**config.mk**
```make
export PLATFORM = sky130hd
export DESIGN_NAME = debug_uart_tx_sched
export DESIGN_NICKNAME = d
export VERILOG_FILES = /design/src/rtl/debug_uart_tx_sched.sv
export SDC_FILE = /design/constraint.sdc
export NUM_CORES = 1
export LEC_CHECK = 0
export CAP_MARGIN = 10
export CORE_MARGIN = 1.5
export CORE_UTILIZATION = 35
export DETAILED_ROUTE_END_ITERATION = 10
export PLACE_DENSITY_LB_ADDON = 0.3
export SLEW_MARGIN = 30
export SYNTH_ARGS = -nofsm -noshare
export SYNTH_HDL_FRONTEND = slang
export SYNTH_SLANG_ARGS = --single-unit
```
**constraint.sdc**
```tcl
create_clock -name clk -period 2.2 [get_ports clk]
set_input_delay 0.33 -clock clk [delete_from_list [all_inputs] [get_ports clk]]
set_output_delay 0.33 -clock clk [all_outputs]
set_load 0.005 [all_outputs]
```
**src/rtl/debug_uart_tx_sched.sv**
```systemverilog
// debug_uart_tx_sched
// Shares the single debug UART transmitter between CPU MMIO writes and a
// hardware trace byte stream. CPU bytes are queued in a small FIFO. The
// two sources are served round-robin, one byte per uart_tx transfer.
//
// Ports
//   clk, rst            system clock, synchronous active-high reset
//   cpu_wr_en/_data     CPU byte write strobe and data
//   cpu_ovf_clr         clears the sticky overflow flag
//   trace_en            enables the trace source
//   trace_req/_data     trace byte valid (held until ack) and data
//   trace_ack           one-cycle accept pulse, coincident with the launch
//   uart_tx_en/_data    launch strobe and byte to uart_tx
//   uart_tx_busy        busy flag from uart_tx
//   fifo_count          CPU FIFO occupancy
//   fifo_full           fifo_count == FIFO_DEPTH
//   overflow            sticky: a CPU byte was dropped
//   sched_busy          a transfer is in progress or CPU bytes are queued
module debug_uart_tx_sched #(
  parameter int FIFO_DEPTH   = 4,
  parameter int BUSY_TIMEOUT = 3
) (
  input  logic                          clk,
  input  logic                          rst,
  input  logic                          cpu_wr_en,
  input  logic [7:0]                    cpu_wr_data,
  input  logic                          cpu_ovf_clr,
  input  logic                          trace_en,
  input  logic                          trace_req,
  input  logic [7:0]                    trace_data,
  output logic                          trace_ack,
  output logic                          uart_tx_en,
  output logic [7:0]                    uart_tx_data,
  input  logic                          uart_tx_busy,
  output logic [$clog2(FIFO_DEPTH):0]   fifo_count,
  output logic                          fifo_full,
  output logic                          overflow,
  output logic                          sched_busy
);

  localparam int AW = $clog2(FIFO_DEPTH);
  localparam int CW = AW + 1;
  localparam int TW = $clog2(BUSY_TIMEOUT + 1);

  typedef enum logic [1:0] {
    ST_IDLE      = 2'd0,
    ST_WAIT_BUSY = 2'd1,
    ST_WAIT_DONE = 2'd2
  } state_t;

  typedef enum logic {
    SRC_CPU   = 1'b0,
    SRC_TRACE = 1'b1
  } src_t;

  logic [7:0]    fifo_mem_r [FIFO_DEPTH];
  logic [AW-1:0] wr_ptr_r;
  logic [AW-1:0] rd_ptr_r;
  logic [CW-1:0] count_r;
  logic          overflow_r;

  state_t        state_r;
  state_t        state_nxt_s;
  logic [TW-1:0] tmo_cnt_r;
  logic [TW-1:0] tmo_cnt_nxt_s;
  src_t          last_grant_r;
  src_t          last_grant_nxt_s;

  logic          tx_en_nxt_s;
  logic [7:0]    tx_data_nxt_s;
  logic          trace_ack_nxt_s;

  logic          cpu_pend_s;
  logic          trc_pend_s;
  logic          grant_cpu_s;
  logic          grant_trc_s;
  logic          full_s;
  logic          push_s;
  logic          pop_s;
  logic          drop_s;

  assign full_s     = (count_r == CW'(FIFO_DEPTH));
  assign cpu_pend_s = (count_r != {CW{1'b0}});
  assign trc_pend_s = trace_en & trace_req;

  // A pop in the same cycle frees a slot, so a write into a full FIFO is
  // still accepted when the head byte is being launched.
  assign pop_s  = grant_cpu_s;
  assign push_s = cpu_wr_en & (~full_s | pop_s);
  assign drop_s = cpu_wr_en & ~push_s;

  assign fifo_count = count_r;
  assign fifo_full  = full_s;
  assign overflow   = overflow_r;
  assign sched_busy = (state_r != ST_IDLE) | cpu_pend_s;

  // Round-robin arbiter: only grants from IDLE while uart_tx is free.
  always_comb begin
    grant_cpu_s = 1'b0;
    grant_trc_s = 1'b0;
    if ((state_r == ST_IDLE) && !uart_tx_busy) begin
      if (cpu_pend_s && trc_pend_s) begin
        if (last_grant_r == SRC_TRACE) begin
          grant_cpu_s = 1'b1;
        end else begin
          grant_trc_s = 1'b1;
        end
      end else if (cpu_pend_s) begin
        grant_cpu_s = 1'b1;
      end else if (trc_pend_s) begin
        grant_trc_s = 1'b1;
      end else begin
        grant_cpu_s = 1'b0;
        grant_trc_s = 1'b0;
      end
    end else begin
      grant_cpu_s = 1'b0;
      grant_trc_s = 1'b0;
    end
  end

  // Next-state and next-output decode for the launch FSM.
  always_comb begin
    state_nxt_s      = state_r;
    tmo_cnt_nxt_s    = tmo_cnt_r;
    last_grant_nxt_s = last_grant_r;
    tx_en_nxt_s      = 1'b0;
    tx_data_nxt_s    = uart_tx_data;
    trace_ack_nxt_s  = 1'b0;
    case (state_r)
      ST_IDLE: begin
        tmo_cnt_nxt_s = {TW{1'b0}};
        if (grant_cpu_s) begin
          tx_en_nxt_s      = 1'b1;
          tx_data_nxt_s    = fifo_mem_r[rd_ptr_r];
          last_grant_nxt_s = SRC_CPU;
          state_nxt_s      = ST_WAIT_BUSY;
        end else if (grant_trc_s) begin
          tx_en_nxt_s      = 1'b1;
          tx_data_nxt_s    = trace_data;
          trace_ack_nxt_s  = 1'b1;
          last_grant_nxt_s = SRC_TRACE;
          state_nxt_s      = ST_WAIT_BUSY;
        end else begin
          state_nxt_s = ST_IDLE;
        end
      end
      ST_WAIT_BUSY: begin
        // uart_tx must acknowledge the launch by raising busy; if it never
        // does, the byte is abandoned so the scheduler cannot lock up.
        if (uart_tx_busy) begin
          tmo_cnt_nxt_s = {TW{1'b0}};
          state_nxt_s   = ST_WAIT_DONE;
        end else if (tmo_cnt_r == TW'(BUSY_TIMEOUT - 1)) begin
          tmo_cnt_nxt_s = {TW{1'b0}};
          state_nxt_s   = ST_IDLE;
        end else begin
          tmo_cnt_nxt_s = tmo_cnt_r + TW'(1);
          state_nxt_s   = ST_WAIT_BUSY;
        end
      end
      ST_WAIT_DONE: begin
        if (!uart_tx_busy) begin
          state_nxt_s = ST_IDLE;
        end else begin
          state_nxt_s = ST_WAIT_DONE;
        end
      end
      default: begin
        state_nxt_s   = ST_IDLE;
        tmo_cnt_nxt_s = {TW{1'b0}};
      end
    endcase
  end

  // FSM state, arbitration history and registered uart_tx / ack outputs.
  always_ff @(posedge clk) begin
    if (rst) begin
      state_r      <= ST_IDLE;
      tmo_cnt_r    <= {TW{1'b0}};
      last_grant_r <= SRC_TRACE;
      uart_tx_en   <= 1'b0;
      uart_tx_data <= 8'h00;
      trace_ack    <= 1'b0;
    end else begin
      state_r      <= state_nxt_s;
      tmo_cnt_r    <= tmo_cnt_nxt_s;
      last_grant_r <= last_grant_nxt_s;
      uart_tx_en   <= tx_en_nxt_s;
      uart_tx_data <= tx_data_nxt_s;
      trace_ack    <= trace_ack_nxt_s;
    end
  end

  // FIFO storage; contents need no reset because occupancy gates every read.
  always_ff @(posedge clk) begin
    if (push_s) begin
      fifo_mem_r[wr_ptr_r] <= cpu_wr_data;
    end else begin
      fifo_mem_r[wr_ptr_r] <= fifo_mem_r[wr_ptr_r];
    end
  end

  // FIFO pointers, occupancy and sticky overflow flag.
  always_ff @(posedge clk) begin
    if (rst) begin
      wr_ptr_r   <= {AW{1'b0}};
      rd_ptr_r   <= {AW{1'b0}};
      count_r    <= {CW{1'b0}};
      overflow_r <= 1'b0;
    end else begin
      if (push_s) begin
        wr_ptr_r <= wr_ptr_r + AW'(1);
      end else begin
        wr_ptr_r <= wr_ptr_r;
      end
      if (pop_s) begin
        rd_ptr_r <= rd_ptr_r + AW'(1);
      end else begin
        rd_ptr_r <= rd_ptr_r;
      end
      case ({push_s, pop_s})
        2'b10:   count_r <= count_r + CW'(1);
        2'b01:   count_r <= count_r - CW'(1);
        default: count_r <= count_r;
      endcase
      // A drop in the same cycle as a clear keeps the flag set.
      if (drop_s) begin
        overflow_r <= 1'b1;
      end else if (cpu_ovf_clr) begin
        overflow_r <= 1'b0;
      end else begin
        overflow_r <= overflow_r;
      end
    end
  end

endmodule

```
==> results of run 1 <==
## area by class of cell
class | instances | area (um^2) | share of cell area [%]
Inverter | 6 | 22.52 | 0.6855
Tap cell | 80 | 100.1 | 3.046
Sequential cell | 57 | 1463 | 44.52
Multi-Input combinational cell | 106 | 903.4 | 27.49
Timing Repair Buffer | 62 | 609.3 | 18.55
Clock inverter | 6 | 60.06 | 1.828
Clock buffer | 10 | 127.6 | 3.884
## cell usage in the layout (no fill, tap or decap), drive strengths merged, types with 6 or more instances in the layout
master	synthesis	final
clkbuf	4	10
a221o	8	8
dfxtp	25	25
edfxtp	32	32
nor2b	9	9
nor2	11	11
mux4	8	8
buf	4	24
nand2	8	8
clkdlybuf4s50	0	37
inv	6	6
## state kept, by name (all words and copies together), names as in the netlist, named ones only
register	cells
fifo_count	3
rd_ptr_r	2
wr_ptr_r	2
overflow	1
fifo_mem_r	32
last_grant_r	1
uart_tx_en	1
state_r	2
uart_tx_data	8
tmo_cnt_r	2
trace_ack	1
## per-stage QoR
step / hold WS, ns / util [%] / instances / setup WS (ns)
2_1_floorplan: 0.4071 / - / 177 / 0.03130
4_1_cts: 0.4939 / 48.73 / 327 / 0.01901
3_3_place_gp: 0.4678 / 45.87 / 311 / -0.2845
5_1_grt: 0.4994 / 48.90 / 327 / -0.002677
3_5_place_dp: 0.4774 / 45.87 / 311 / -0.3343
6_report: 0.4873 / 48.90 / 327 / 0.09668
## cell usage after synthesis, types with 2 or more instances
cell type	instances
mux4_2	8
a221o_2	8
ha_1	4
nor2_1	11
xor2_1	2
nor3b_1	2
or3_2	2
nor3_1	4
nand3b_1	2
xnor2_1	2
nor2b_1	9
nand2_1	8
and2_1	5
or3_1	2
dfxtp_1	25
clkbuf_1	3
nand2b_1	4
o32ai_1	2
inv_1	6
a21oi_1	4
o21ai_0	5
edfxtp_1	32
nor4_1	3
and3b_1	2
buf_1	2
## timing repair
item | 4_1_cts | 5_1_grt
endpoints found under the hold margin | 0 | 0
hold buffers | 0 | 0
resized for setup | 3 | 3
pin swaps | 0 | 0
endpoints found under the setup margin | 1 | 2
## kinds of logic (layout without fill, tap and decap cells)
logic type	count (synthesis)	in the layout	synth area share [%]
simple gates	59	59	14.04
flops	57	57	60.74
compound gates	28	28	9.881
buf+inv	14	84	2.600
mux	10	10	8.372
fa+ha+maj	5	5	2.912
xor+xnor	4	4	1.456
## worst max-delay path, delay by kind of cell
kind / cells / cell delay, ns
adder cells (fa/ha/maj): 1 / 0.37
AO/OA/AOI/OAI: 2 / 0.26
buffers and inverters: 1 / 0.41
AND/OR/NAND/NOR: 5 / 0.94
## per-layer routing
layer	GRT usage (%)	up-vias	share of wire [%]
li1	-	801	-
met1	16.54	756	47
met2	20.11	35	47
met3	2.984	11	3.6
met4	7.918	0	2.7
met5	0	-	0
## worst max path at each step
| stage | slack, ns | to | startpoint | depth (start not counted) |
|---|---|---|---|---|
| finish | 0.1 | fifo_count[2]$_SDFFE_PP0P_ | uart_tx_busy | 9 |
| floorplan | 0.03 | fifo_count[2]$_SDFFE_PP0P_ | state_r[0]$_SDFF_PP0_ | 9 |
| global placement | -0.28 | fifo_count[2]$_SDFFE_PP0P_ | uart_tx_busy | 9 |
| CTS | 0.02 | fifo_count[2]$_SDFFE_PP0P_ | uart_tx_busy | 9 |
| detailed placement | -0.33 | fifo_count[2]$_SDFFE_PP0P_ | uart_tx_busy | 9 |
| global route | -0.003 | fifo_count[2]$_SDFFE_PP0P_ | uart_tx_busy | 9 |
## power breakdown
group          switching, mW  leakage [nW]  internal [mW]  total [mW]
sequential            0.0711         0.498           1.26        1.33
clock                  0.406        0.0920          0.516       0.922
combinational          0.366         0.581          0.521       0.887
total                  0.843          1.17           2.30        3.14
==> impl_metrics.csv, run 1 <==
group,metric,value,unit
timing,fmax,475.4,MHz
clocking,clkTransAtPathRegs,0.07,ns
timing,relSlewSlack,59.58,%
clocking,post_cts_buffers,0,
timing,final.setup_skew,0.01067,ns
grt,grt_overflow_total,0,
hold_path,hp-start,"uart_tx_data[1]$_SDFFE_PP0P_",
power_and_ir_drop,total_power,3.138,mW
setup_path,crit_slowest_cell,"or3_2",
clocking,tritoncts,"done",
setup_path,r2r-end,"fifo_count[2]$_SDFFE_PP0P_",
die,ios,39,
yosys,yosysTopAreaCellShare,39.94,%
timing,fin_crit,2.103,ns
clocking,clockBufferDepth,2,
die,start_util,35.81,%
power_and_ir_drop,peakVddDrop,0.3603,mV
setup_path,critPathMaxFanout,3,
setup_path,path_cells,"clkdlybuf4s50_1, or3_2, nor3_4, nand2_1, fa_2, nor2b_2, nor3b_1, o21ai_0, o211ai_1",
die,die_y,85.91,um
timing,fin_tns_setup,0,ns
finish,syn_to_final_growth,36.56,%
outcome,outcome,"finished clean",
setup_path,worstSetupEndpointType,"register",
clocking,htree_levels,3,
place,place_area,3082,um^2
power_and_ir_drop,p_per_area,955.0,nW/um^2
power_and_ir_drop,cellLeakagePower,1.171,nW
place,gp_congestion,0.7635,
place,dpl.hpwl,3136,um
yosys,ys_seq_area_share,60.74,%
grt,grt_first_pass_wirelength,7307,um
finish,fillers,590,
grt,grtUsageTotal,12.98,%
clocking,cts_made_buffers,9,
yosys,ys_ff_latch,57,
yosys,yosys.area.top_type,"edfxtp_1",
timing,worst_pin_slew,0.6063,ns
route,via_count,1603,
finish,stdcell_area,3286,um^2
timing,hold_viol_final,0,
hold_path,worstHoldPathCells,1,
route,via_per_inst,4.902,
finish,nNetsFinal,270,
yosys,syn_avg_cell_area,13.59,um^2
clocking,insertion_delay,0.33,ns
yosys,syn-instance-count,177,
finish,antenna_cells,0,
die,dieArea,7381,um^2
yosys,synth_nets,205,
yosys,synthTopCellsByArea,"edfxtp_1, dfxtp_1, mux4_2",
setup_path,cp.arrival,2.32,ns
yosys,synth-edff-count,32,
hold_path,hold_path_class,"reg -> reg",
timing,slew_viol_final,0,
yosys,yosysWarnings,0,
place,io_buffers,38,
route,wirelength,4464,um
setup_path,r2r-start,"state_r[0]$_SDFF_PP0_",
job,maxCapViolCount,0,
yosys,synthArstFlopShare,0,%
setup_path,cp_slowest_stage_delay,0.46,ns
clocking,clock-root-buffer,"clkbuf_8",
setup_path,crit_path_start_kind,"input pin",
setup_path,r2r_cells,8,
setup_path,crit_required,2.41,ns
route,antenna_left,0,
finish,drive_gt1_share,27.13,%
yosys,ys.flop_type,"edfxtp_1",
route,first_iter_violations,87,
grt,antenna_found_initial,0,
die,row_count,30,
die,core_area,6719,um^2
route,dr.pass1.iters,4,
grt,grt_max_degree,25,
yosys,synth_area,2406,um^2
timing,setup_viol,0,
timing,post-route-period-util,95.61,%
die,die_w,85.91,um
clocking,clkSinkCount,57,
setup_path,crit_type,"in -> reg",
hold_path,holdPathEnd,"uart_tx_data[1]$_SDFFE_PP0P_",
route,route.detailed.drc,0,
route,wl_per_cell,13.65,um
grt,grt_pass1_vias,1550,
yosys,synth_cell_type_count,45,
setup_path,rrSetupSlack,0.14,ns
(Power assumes the default switching activity.)
==> run 2, diff against run 1 <==
- CTS_CLUSTER_DIAMETER: default -> 60
- GPL_TIMING_DRIVEN: default -> 0
==> run 2 against run 1 <==
Sequential power about the same. Clock power rose by 6.3%. Total power down 1.2%. Largest power group unchanged. Critical endpoint is now sched_busy. Final cell count fell by 5.2%. Non-clock buffer count fell by 17. First-iteration DRC count down 3.4%. Via count decreased by 2.4%. Fmax down 1.5%. Combinational power is 13% lower. Sequential cell count is the same. Critical path type is now reg -> out. Clock skew fell by 0.0041 ns. Highest routed layer unchanged. Largest cell class unchanged. Design area decreased by 4.9%.
==> impl_metrics.csv, run 2 (synthesized netlist as in run 1, its figures left out) <==
group,metric,value,unit
outcome,outcome,"finished clean",
place,dpl.hpwl,3084,um
setup_path,worstSetupEndpointType,"output port",
setup_path,path_cells,"or3_4, or3_2, dlygate4sd2_1",
setup_path,crit_required,1.87,ns
timing,fmax,468.1,MHz
finish,final_common_cell,"clkdlybuf4s50_1",
timing,slew_viol_final,0,
route,drt-met1-wl,2038,um
route,wl_per_cell,14.64,um
power_and_ir_drop,p_per_area,992.1,nW/um^2
hold_path,hold_path_class,"in -> reg",
power_and_ir_drop,p_int,2.224,mW
power_and_ir_drop,p_sw,0.8759,mW
grt,grt_max_degree,13,
finish,regMostFlops,"fifo_mem_r",
die,row_count,30,
clocking,cts_made_buffers,9,
setup_path,cp_slowest_stage_delay,0.43,ns
timing,post-route-period-util,97.10,%
clocking,htree_levels,3,
place,gp_congestion,0.7280,
finish,fillers,607,
power_and_ir_drop,total_power,3.100,mW
finish,regArea,1465,um^2
clocking,tritoncts,"done",
grt,grt_first_pass_wirelength,7389,um
finish,multi_input_area,922.1,um^2
finish,postLayoutCoreUtil,46.50,%
timing,relSlewSlack,53.03,%
route,via_count,1565,
grt,grtUsageTotal,13.47,%
clocking,clock-root-buffer,"clkbuf_8",
setup_path,crit_path_start_kind,"register",
route,dr.pass1.iters,4,
clocking,insertion_delay,0.33,ns
grt,grt_overflow_total,0,
die,core_area,6719,um^2
setup_path,cp.arrival,1.81,ns
clocking,hold_buffers,0,
finish,final_cells,310,
job,maxCapViolCount,0,
finish,final_cell_mix,"clkdlybuf4s50_1, edfxtp_1, dfxtp_1, nor2_1, clkbuf_8",
clocking,clkTransAtPathRegs,0.07,ns
die,start_util,35.81,%
finish,syn_to_final_growth,29.85,%
setup_path,crit_family,"simple AND/OR/NAND/NOR gates",
place,io_buffers,37,
setup_path,crit_type,"reg -> out",
setup_path,critPathMaxFanout,7,
route,first_iter_violations,84,
timing,setup_viol,0,
timing,hold_viol_final,0,
die,dieArea,7381,um^2
grt,grt_pass1_vias,1544,
place,dp_cells,294,
timing,fin_crit,2.136,ns
clocking,clockBufferDepth,2,
route,via_per_inst,5.048,
die,die_w,85.91,um
timing,final.setup_skew,0.006576,ns
clocking,clkSinkCount,57,
power_and_ir_drop,clock_power_share,31.6,%
die,die_y,85.91,um
route,wl_met2,2214,um
setup_path,worst-path-buf-inv,1,
route,route.detailed.drc,0,
timing,rsz0062_at_grt,"no",
grt,antenna_found_initial,0,
timing,worst_pin_slew,0.7046,ns
route,antenna_left,0,
setup_path,crit_slowest_cell,"or3_4",
power_and_ir_drop,peakVddDrop,0.2811,mV
die,ios,39,
finish,nNetsFinal,253,
finish,drive_gt1_share,23.91,%
power_and_ir_drop,swShare,28.26,%
route,wirelength,4537,um
finish,antenna_cells,0,
power_and_ir_drop,p_seq_share,43.5,%
power_and_ir_drop,cellLeakagePower,1.068,nW
finish,largest_register_ffs,32,
power_and_ir_drop,power.share.combinational,24.9,%
route,dr_wl_met3,196,um
route,top_layer_used,"met4",
run 2: final timing paths:
kind / from / end / slack, ns / cells past startpoint
min reg2reg: tmo_cnt_r[0]$_SDFFE_PP0P_ / tmo_cnt_r[0]$_SDFFE_PP0P_ / 0.49 / 2
max: fifo_count[1]$_SDFFE_PP0P_ / sched_busy / 0.06 / 3
max reg2reg: state_r[0]$_SDFF_PP0_ / fifo_count[2]$_SDFFE_PP0P_ / 0.11 / 9
min: uart_tx_busy / state_r[0]$_SDFF_PP0_ / 0.45 / 2
run 2: cell type report:
class | count | share of cell area, %
Sequential cell | 57 | 46.90
Tap cell | 80 | 3.204
Timing Repair Buffer | 38 | 12.01
Clock inverter | 7 | 2.563
Clock buffer | 9 | 3.965
Inverter | 6 | 0.7209
Buffer | 7 | 1.121
Multi-Input combinational cell | 106 | 29.52
run 2: per-layer routing:
metal	up-vias	track usage, %
met5	-	0
met4	0	6.598
li1	770	-
met2	44	20.83
met3	8	4.139
met1	743	17.24
run 2: power groups by stage:
stage                     logic, mW  registers [mW]  clock network (mW)
after floorplan               0.464            1.35                   0
after global placement        0.739            1.36                   0
after detailed placement      0.750            1.36                   0
after CTS                     0.774            1.34                1.00
after global routing          0.852            1.36                1.06
final                         0.771            1.35               0.980
run 2: timing repair:
item,CTS,global route
setup endpoints to repair,35,43
resized for setup,10,8
gates cloned,0,0
pin swaps,0,1
buffers inserted,1,0
run 2: per-stage QoR:
step | instance area [um^2] | hold WS [ns] | TNS (ns) | setup slack, ns
6_report | 3124 | 0.4467 | 0 | 0.06371
2_1_floorplan | 2411 | 0.4071 | 0 | 0.03130
3_3_place_gp | 2882 | 0.4676 | -14.86 | -0.5136
3_5_place_dp | 2882 | 0.4762 | -15.59 | -0.5351
4_1_cts | 3115 | 0.4365 | 0 | 0.04193
5_1_grt | 3124 | 0.4510 | 0 | 0.009269
run 2: worst register-to-register path: stages, from the launching register on:
cell and delay, ns:
dfxtp_1 0.31, buf_6 0.13, or3_4 0.42, nor3_4 0.16, nand2_1 0.10, fa_2 0.37
nor2b_2 0.15, nor3b_1 0.07, o21ai_1 0.16, o211ai_1 0.10
==> run 3, diff against run 2 <==
- CTS_CLUSTER_SIZE: default -> 20
==> results of run 3 <==
Same layout as run 2: the final DEF is identical, and so are final timing and power.
